==> config.mk <==
export PLATFORM = sky130hd
export DESIGN_NAME = gray_timer
export DESIGN_NICKNAME = d
export VERILOG_FILES = /design/src/rtl/gray_timer.sv
export SDC_FILE = /design/constraint.sdc
export NUM_CORES = 1
export LEC_CHECK = 0
export CORE_ASPECT_RATIO = 1.5
export CORE_UTILIZATION = 49
export CTS_CLUSTER_SIZE = 25
export DETAILED_ROUTE_END_ITERATION = 8
export HOLD_SLACK_MARGIN = 0.12
export PLACE_DENSITY = 0.79
export SLEW_MARGIN = 20
export SYNTH_ARGS = -nofsm -noshare
export SYNTH_HDL_FRONTEND = slang
export SYNTH_SLANG_ARGS = --single-unit
==> constraint.sdc <==
create_clock -name clk -period 2.5 [get_ports clk]
set_input_delay 0.75 -clock clk [delete_from_list [all_inputs] [get_ports clk]]
set_output_delay 0.75 -clock clk [all_outputs]
set_load 0.005 [all_outputs]
==> src/rtl/gray_timer.sv <==
// ---------------------------------------------------------------------------
// gray_timer
//
// Parametrised up/down timer with periodic or one-shot reload, terminal-count
// and compare-match pulses, and a registered count bus that is either binary
// or Gray-coded.
//
// Build option:
//   GRAY_TIMER_GRAY_OUT_EN  defined   -> out carries the Gray code of the count,
//                                        held in its own register
//                           undefined -> out mirrors out_bin, no Gray register
//
// Parameters:
//   WIDTH       counter width, 2..32
//   PERIOD_RST  period register value after clr (all ones by default)
//
// Ports:
//   clk           clock, all state changes on the rising edge
//   clr           synchronous active-high reset (highest priority)
//   en            count enable, one step per cycle
//   prs           synchronous preset: cnt <= load_val, re-arms one-shot
//   load_val      preset value
//   per_we        period register write strobe
//   per_val       new period value
//   dir           0 = up, 1 = down
//   one_shot      0 = periodic reload, 1 = halt at terminal count
//   cmp_val       compare value
//   out           registered count, Gray or binary depending on the build
//   out_bin       registered binary count
//   tc            terminal-count pulse, one cycle per terminal event
//   count_triger  compare-match pulse, one cycle per matching step
//   running       low while halted in one-shot mode
//
// Run state:
//   state    | meaning
//   ---------+-------------------------------------------------------------
//   ST_RUN   | en advances the count
//   ST_HALT  | one-shot reached terminal count; en ignored until prs or clr
// ---------------------------------------------------------------------------
module gray_timer #(
    parameter int               WIDTH      = 8,
    parameter logic [WIDTH-1:0] PERIOD_RST = {WIDTH{1'b1}}
) (
    input  logic             clk,
    input  logic             clr,
    input  logic             en,
    input  logic             prs,
    input  logic [WIDTH-1:0] load_val,
    input  logic             per_we,
    input  logic [WIDTH-1:0] per_val,
    input  logic             dir,
    input  logic             one_shot,
    input  logic [WIDTH-1:0] cmp_val,
    output logic [WIDTH-1:0] out,
    output logic [WIDTH-1:0] out_bin,
    output logic             tc,
    output logic             count_triger,
    output logic             running
);

    localparam logic [0:0] ST_HALT = 1'b0;
    localparam logic [0:0] ST_RUN  = 1'b1;

    logic [WIDTH-1:0] cnt;
    logic [WIDTH-1:0] period;
    logic [0:0]       run_st;
    logic             tc_q;
    logic             trig_q;

    // Step decode
    logic             step;
    logic [WIDTH-1:0] step_cnt;
    logic             term;
    logic             hold;

    // Next-state
    logic [WIDTH-1:0] cnt_d;
    logic [0:0]       run_st_d;
    logic             tc_d;
    logic             trig_d;

    function automatic logic [WIDTH-1:0] to_gray(input logic [WIDTH-1:0] b);
        return b ^ (b >> 1);
    endfunction

    assign step = en && (run_st == ST_RUN) && !prs;

    // A count above a lowered period never matches cnt==period, so it simply
    // runs up to all-ones and wraps through the +1 path without a terminal event.
    always_comb begin
        step_cnt = cnt;
        term     = 1'b0;
        hold     = 1'b0;
        if (!dir) begin
            if (cnt == period) begin
                term = 1'b1;
                if (one_shot) begin
                    hold     = 1'b1;
                    step_cnt = cnt;
                end else begin
                    step_cnt = '0;
                end
            end else begin
                step_cnt = cnt + WIDTH'(1);
            end
        end else begin
            if (cnt == '0) begin
                term = 1'b1;
                if (one_shot) begin
                    hold     = 1'b1;
                    step_cnt = cnt;
                end else begin
                    step_cnt = period;
                end
            end else begin
                step_cnt = cnt - WIDTH'(1);
            end
        end
    end

    always_comb begin
        cnt_d    = cnt;
        run_st_d = run_st;
        tc_d     = 1'b0;
        trig_d   = 1'b0;
        if (prs) begin
            // Preset never produces a pulse, even when load_val hits cmp_val.
            cnt_d    = load_val;
            run_st_d = ST_RUN;
        end else if (step) begin
            cnt_d  = step_cnt;
            tc_d   = term;
            // A one-shot hold is not a new count value, so it cannot match.
            trig_d = !hold && (step_cnt == cmp_val);
            if (hold) begin
                run_st_d = ST_HALT;
            end
        end
    end

    always_ff @(posedge clk) begin
        if (clr) begin
            cnt    <= '0;
            period <= PERIOD_RST;
            run_st <= ST_RUN;
            tc_q   <= 1'b0;
            trig_q <= 1'b0;
        end else begin
            // The current step used the old period; a write lands for the next one.
            if (per_we) begin
                period <= per_val;
            end
            cnt    <= cnt_d;
            run_st <= run_st_d;
            tc_q   <= tc_d;
            trig_q <= trig_d;
        end
    end

`ifdef GRAY_TIMER_GRAY_OUT_EN
    logic [WIDTH-1:0] gray_q;

    // Encoded from the next count so the Gray bus lines up with out_bin.
    always_ff @(posedge clk) begin
        if (clr) begin
            gray_q <= '0;
        end else begin
            gray_q <= to_gray(cnt_d);
        end
    end

    assign out = gray_q;
`else
    assign out = cnt;
`endif

    assign out_bin      = cnt;
    assign tc           = tc_q;
    assign count_triger = trig_q;
    assign running      = (run_st == ST_RUN);

endmodule
# Word level (Yosys, flattened, before mapping)
# Cells that the tools add are included.
# op_classes
bitwise_logic,1
reduce_logical,10
n_addsub,2
muxes,14
n_eq_ne,2
# ops
op,count
$mux 8,7
$eq 8x8->1,2
$add 8x1->8 const B,1
$logic_not 8->1,1
$sub 8x1->8 const B,1
$mux 1,7
$logic_and 1x1->1,3
$reduce_or 3->1,1
$logic_not 1->1,2
$reduce_and 2->1,1
$reduce_bool 2->1,1
$reduce_or 2->1,1
$not 1->1,1
# totals
register_bits,19
inputBits,31
wordCells,34

# Depth between registers and ports, before layout
# Gate-level depths: netlist of run 1.
# depth
depth_word,5
ltp_mapped,11
ltp_nobuf,9

# Worst setup path after synthesis of run 1
# No wires, ideal clock.
# synth_timing
path_type,flip-flop to flip-flop
start,"reg cnt[0], in the netlist out[0]"
end,"reg trig_q, in the netlist count_triger"
synth_period_minus_slack_ns,2.317
stages_incl_launch_ff,11
setup_time_ns,0.092
setup_slack_ns,0.183
t_arrival_ns,2.225
path_cell_list,dfxtp_1 > buf_4 > inv_1 > ha_1 > nor4b_1 > and2_1 > a2111o_1 > a31oi_1 > o2111a_1 > nand4_1 > nor4_1
# synth_via
elab_chain_len,5
word_cells_on_any_way,15
classes_between,add/sub: 2; eq/ne: 2; mux: 8; reduce/logical: 3
# synth_lines
item,line,source
from (decl),64,logic [WIDTH-1:0] cnt;
from (signal assigned),153,cnt <= cnt_d;
$add 8x1->8 (tied with other cells),104,step_cnt = cnt + WIDTH'(1);
$mux 8 (tied with other cells),95,if (cnt == period) begin
$mux 8 or $mux 1 (tied branches),94,if (!dir) begin
$eq 8x8->1 or $logic_not 1->1 (tied branches),134,trig_d = !hold && (step_cnt == cmp_val);
$logic_and 1x1->1 *,134,
to (signal assigned),156,trig_q <= trig_d;
to (decl),68,logic trig_q;
# Every way passes the cells marked *; elsewhere a longest branch is shown, timed or not.
# A chain may end at the register's enable or synchronous reset.

# Worst setup path after layout of run 1
# layout_timing
start,"reg cnt[2], in the netlist out[2]"
end,"reg cnt[7], in the netlist out[7]"
# layout_via
elab_chain_len,5
word_cells_on_any_way,9
classes_between,add/sub: 2; eq/ne: 1; mux: 5; reduce/logical: 1
# layout_lines
item,line,source
$add 8x1->8 (tied with other cells),104,
"$mux 8, on equally long branches","95, 107",
$mux 8 *,94,
$mux 8 *,130,end else if (step) begin
$mux 8 *,126,if (prs) begin
# Every way passes the cells marked *; elsewhere a longest branch is shown, timed or not. The select of a mux whose other input is x is not followed.

==> out/results.txt, run 1 <==
data required time of the critical path: 2670 ps
library cells used by synthesis: 61
root buffer cell: clkbuf_8
Final Cycle Share: 95.37%
first drt pass iteration count: 6
Final Non-Filler Cells: 352
largest net degree at the start of global routing: 15
vias in the first global route: 2,075
dpl ws: -357.1 ps
relative slew slack: 70.66%
Post-Syn Nets: 277
Fin. Hold Viols: 0
Final GP Congestion: 0.9628
Area Growth Syn to Fin: 42.96%
CTS Hold Bufs: 0
clock latency on the worst-skew pair: 250 ps
TritonCTS buffer count: 3
TritonCTS clock tree: yes
total die area: 0.004066 mm2
die width: 52.40 um
Avg Inst Size Synth: 7.682 um2
setup ws final: 115.6 ps
Worst setup EP type: register
WS Path Type: register to register
clock sink count: 19
outcome: finished, violations left
r2r setup slk: 120 ps
Routed Antenna Nets: 0
FMAX: 0.4194 GHz
share of layout cells above drive strength 1: 22.98%
Inst Count DP: 348
PwrDens: 392.6 mW/mm2
post-route minimum period: 2384 ps
Leak Pwr: 1.084 nW
sequential area share after synthesis: 20.38%
Layout Nets: 344
residual DRC count: 2
Worst EP arrival: 2550 ps
initial core utilization: 51.17%
clock-pin slew on the worst setup and hold paths: 70 ps
setup TNS: 0 ps
Final Routed Wirelength: 6116 um
CP Launch Type: register
FILL cells: 308
ant diodes: 0
routed via count: 2,151
WL/cell: 17.38 um
failing checks: DRC
Post-synth EDFFs: 0
row cnt: 27
final clock skew: 2.496 ps
yosys warns: 0
DP Wirelength: 4731 um
Core Region: 0.003649 mm2
GRT Resource Usage Total: 31.54%
chip height: 77.60 um
initial antenna violation count: 0
Hold Crit Class: register to register
Synth async-reset ratio: 0%
I/O Pins: 50
worst-path fanout max: 12
combined area of all synthesized cells: 0.001867 mm2
Slew Viols, Final: 0
Worst-Margin Slew: 438.7 ps
Vias per Instance: 6.111
I/O Buffers: 49
cell count after synthesis: 243
global-route wire length before repair: 9680 um
Bufs on Longest Clock Path: 2
maxcap violations: 0
gr ovfl total: 0
worst vdd ir: 0.0003576 V
DRT iter0 DRCs: 80
# setup viols final: 0
ys flop type: dfxtp_1
Synth Register Bits: 19
CTS H-tree depth: 1
cell usage after synthesis, drive strengths merged (4+ instances only):
master  number  share of area (%)
a21oi       11                2.9
a311oi       4                2.5
a31oi        4                1.3
and2         5                1.7
buf         19                7.0
clkbuf       9                1.8
dfxtp       19                 20
inv         13                2.6
mux2i        9                4.8
nand2       29                5.8
nand3        9                2.9
nand4        6                2.0
nor2        12                2.4
nor4b        4                1.9
o21ai       11                2.9
or3          4                1.3
xnor2        6                2.8
xor2         6                2.8
flip-flops by register name (all words and copies together), names as in the netlist:
register / flops
count_triger: 1
out: 8
period: 8
running: 1
tc: 1
critical path, stage by stage (launching register included):
cell and delay, ps:
dfxtp_1 470, xor2_1 200, nor4_2 70, buf_4 180, and2_1 250, or4_1 510, o311ai_2 120, buf_4 180
nand3_2 70, a311oi_2 240
report_power, final:
| part | switching [W] | internal, W |
|---|---|---|
| sequential | 0.0000308 | 0.000323 |
| clock | 0.0000995 | 0.000111 |
| combinational | 0.000225 | 0.000259 |
| total | 0.000355 | 0.000693 |
path summary, 6_finish.rpt:
check,from,end,cells past startpoint
setup / recovery,out[2],out[7],9
setup reg to reg,out[2],out[7],9
hold reg to reg,period[0],period[0],2
hold / removal,period[0],period[0],2
placed cells by master, fill, tap and decap left out, types with 3 or more instances in the layout:
master / instances
nand4_1: 6
a31oi_1: 3
o21ai_0: 8
o21ai_1: 3
nand2_1: 29
a221oi_1: 3
xor2_1: 6
and2_1: 4
ha_1: 3
a22o_1: 3
nand2b_1: 3
dfxtp_1: 15
mux2i_1: 9
nand3_1: 7
o211ai_1: 3
o31ai_1: 3
clkbuf_8: 3
clkdlybuf4s50_1: 48
nor2_1: 12
or3_1: 4
mux2_2: 3
a311oi_2: 3
dfxtp_2: 4
a211o_1: 3
xnor2_1: 6
a21oi_1: 11
nor3_1: 3
buf_4: 40
inv_1: 12
per-layer routing:
layer | part of all wire (%) | track usage, % | wire length [um] | vias up
met5 | 0 | 0 | 0 | -
met1 | 41 | 38.53 | 2495 | 1024
met3 | 4.9 | 3.725 | 297 | 23
met2 | 50 | 51.52 | 3038 | 77
met4 | 4.6 | 17.37 | 284 | 0
li1 | - | - | - | 1027
area by class of cell:
cell class | instances | area, um2 | area share [%]
multi-input cells | 182 | 1330 | 49.84
well taps | 43 | 53.80 | 2.016
inverters | 14 | 52.55 | 1.969
clock buffers | 3 | 41.29 | 1.547
clock inverters | 1 | 5.005 | 0.1875
flip-flops and latches | 19 | 385.4 | 14.44
repair buffers | 90 | 800.8 | 30.00
stage by stage:
step	utilization, %	cell area (um2)	total power (W)	hold slack (ps)
finish	73.15	2669	0.001048	532.9
CTS	72.22	2635	0.001034	537.1
detailed placement	69.99	2554	0.0008150	518.7
floorplan	-	1867	0.0006114	471.1
global placement	69.99	2554	0.0008105	506.5
global route	73.15	2669	0.001107	570.7
cells by family after synthesis:
family / share of synthesized area [%]
xor gates and xnor gates: 5.630
DFF: 20.38
AOI/OAI and AO/OA: 27.82
adders and majority gates: 2.011
muxes: 6.635
and+or+nand+nor: 25.87
buffers and inverters: 11.66
timing repair:
action | in CTS | in global routing
setup buffers | 0 | 0
gates resized for setup | 7 | 9
gates cloned | 0 | 0
endpoints found under the setup margin | 1 | 3
pin swaps | 2 | 0
No activity file was read; power rests on OpenSTA's default activity.
==> inputs of run 2 (changes only) <==
--- a/config.mk
+++ b/config.mk
@@ -6,11 +6,12 @@
 export NUM_CORES = 1
 export LEC_CHECK = 0
 export CORE_ASPECT_RATIO = 1.5
-export CORE_UTILIZATION = 49
+export CORE_UTILIZATION = 60
 export CTS_CLUSTER_SIZE = 25
 export DETAILED_ROUTE_END_ITERATION = 8
+export DONT_BUFFER_PORTS = 1
 export HOLD_SLACK_MARGIN = 0.12
-export PLACE_DENSITY = 0.79
+export PLACE_DENSITY = 0.74
 export SLEW_MARGIN = 20
 export SYNTH_ARGS = -nofsm -noshare
 export SYNTH_HDL_FRONTEND = slang
==> run 2 against run 1 <==
  * The run now ends clean
  * First-iteration DRC count up 49%
  * Cell count shrank 21%
  * Register-to-register slack improved by 50 ps
  * Clock skew up 5.1 ps
  * Global-route usage is 3.9 points higher
  * Via count decreased by 13%
  * Combinational power decreased by 31%
  * Critical endpoint is now count_triger
==> out/results.txt, run 2 (same netlist as run 1, synthesis figures left out) <==
sw frac: 35.58% (+1.7 points)
Final Non-Filler Cells: 279 (-21%)
# setup viols final: 0 (unchanged)
Bufs on Longest Clock Path: 2 (unchanged)
I/O Buffers: 0 (-100%)
TritonCTS clock tree: yes
total die area: 0.003343 mm2 (-18%)
WL/cell: 20.04 um (+15%)
clock-pin slew on the worst setup and hold paths: 80 ps (about the same)
FILL cells: 271 (-12%)
DP Wirelength: 4333 um (-8.4%)
initial core utilization: 63.44% (+12 points)
Post-Place Cell Area: 0.001908 mm2 (-25%)
combinational fraction of design power: 36.8% (-9.4 points)
gr ovfl total: 0 (unchanged)
Area Growth Syn to Fin: 5.831%
P_sw: 0.0003235 W (-8.9%)
Slew Viols, Final: 0 (unchanged)
maxcap violations: 0 (unchanged)
internal power: 0.0005856 W (-15%)
clock sink count: 19 (unchanged)
Worst-Margin Slew: 540.9 ps (+102.2 ps)
largest net degree at the start of global routing: 22 (+7)
PwrDens: 460.1 mW/mm2 (+17%)
setup TNS: 0 ps (unchanged)
DRT iter0 DRCs: 119 (+49%)
die width: 47.55 um (-9.3%)
Fin. Hold Viols: 0 (unchanged)
CP Launch Type: register
share of layout cells above drive strength 1: 18.75% (-4.2 points)
Vias per Instance: 6.731 (+10%)
chip height: 70.32 um (-9.4%)
Inst Count DP: 275 (-21%)
CTS H-tree depth: 1 (unchanged)
relative slew slack: 63.01% (-7.7 points)
overall power: 0.0009090 W (-13%)
most frequent cells in the layout: nand2_1 (29), buf_4 (21), dfxtp_1 (17)
Final Cycle Share: 93.18% (-2.2 points)
global-route wire length before repair: 8438 um (-13%)
post-route minimum period: 2330 ps (-54.85 ps)
Worst EP arrival: 2510 ps (-40 ps)
Leak Pwr: 0.7769 nW (-28%)
residual DRC count: 0 (-2)
routed via count: 1,878 (-13%)
row cnt: 24 (-11%)
ant diodes: 0 (unchanged)
FMAX: 0.4293 GHz (+2.4%)
Hold Crit Class: input port to register
Worst setup EP type: register
design area: 0.001976 mm2 (-26%)
Routed Antenna Nets: 0 (unchanged)
data required time of the critical path: 2680 ps (about the same)
most common cell after layout, fill and taps aside: nand2_1
WS Path Type: register to register
worst vdd ir: 0.0004977 V (+39%)
Core Region: 0.002943 mm2 (-19%)
initial antenna violation count: 0 (unchanged)
GRT Resource Usage Total: 35.40% (+3.9 points)
root buffer cell: clkbuf_8
Clock Power Share: 24.8% (+4.7 points)
vias in the first global route: 1,749 (-16%)
I/O Pins: 50 (unchanged)
worst-path fanout max: 9 (-3)
Final Routed Wirelength: 5591 um (-8.6%)
outcome: finished, final reports clean
first drt pass iteration count: 5 (-1)
Sequential Power Share: 38.4% (+4.6 points)
Final GP Congestion: 0.9461 (-1.7%)
Layout Nets: 275 (-20%)
clock latency on the worst-skew pair: 270 ps (+20 ps)
final clock skew: 7.633 ps (+5.137 ps)
TritonCTS buffer count: 3 (unchanged)
## run 2: critical path, cell delays in order, from the launching register on
cell      delay [ps]
dfxtp_1          570
xor2_1           130
nor4_2           320
buf_4            240
a22oi_2          100
a311oi_2         330
o32a_1           190
nand4_1           90
nor4_1           270
## run 2: timing repair
item	in CTS	in global routing
hold endpoints to repair	0	0
resized for setup	0	5
setup buffers	0	0
setup endpoints to repair	0	1
hold buffers	0	0
## run 2: final timing paths
kind                            cells past startpoint            to  slack [ps]       from
worst max register to register                      8  count_triger         170     out[4]
worst min-delay path                                1        out[7]         530        clr
worst max-delay path                                8  count_triger         170     out[4]
worst min register to register                      2     period[0]         550  period[0]
## run 2: layer usage
metal  vias to the layer above  part of all wire [%]  global-route usage [%]
li1                        886                     -                       -
met1                       869                    38                   42.38
met2                       106                    51                   56.77
met3                        17                   8.4                   7.752
met4                         0                   3.3                   16.98
met5                         -                     0                       0
## run 2: power by group through the flow
| stage | clock network (W) | registers (W) | logic (W) |
|---|---|---|---|
| 4_1_cts | 0.000230 | 0.000348 | 0.000327 |
| 5_1_grt | 0.000240 | 0.000351 | 0.000365 |
| 3_5_place_dp | 0 | 0.000354 | 0.000325 |
| 3_3_place_gp | 0 | 0.000354 | 0.000322 |
| 2_1_floorplan | 0 | 0.000347 | 0.000264 |
| 6_report | 0.000225 | 0.000349 | 0.000335 |
## run 2: area by class of cell
type / count / area [um2] / share of cell area, %
multi-input cells: 182 / 1287 / 65.17
flip-flops and latches: 19 / 382.9 / 19.38
repair buffers: 21 / 157.7 / 7.980
inverters: 14 / 52.55 / 2.660
well taps: 39 / 48.80 / 2.470
clock buffers: 3 / 41.29 / 2.090
clock inverters: 1 / 5.005 / 0.2533
## run 2: stage by stage
| step | utilization (%) | hold slack [ps] | worst slack [ps] |
|---|---|---|---|
| after floorplan | - | 471.1 | 183.0 |
| after global placement | 64.84 | 522.6 | 94.56 |
| after detailed placement | 64.84 | 518.6 | 45.87 |
| after CTS | 66.41 | 529.2 | 108.5 |
| after global routing | 67.13 | 524.1 | -10.99 |
| final | 67.13 | 535.0 | 170.5 |
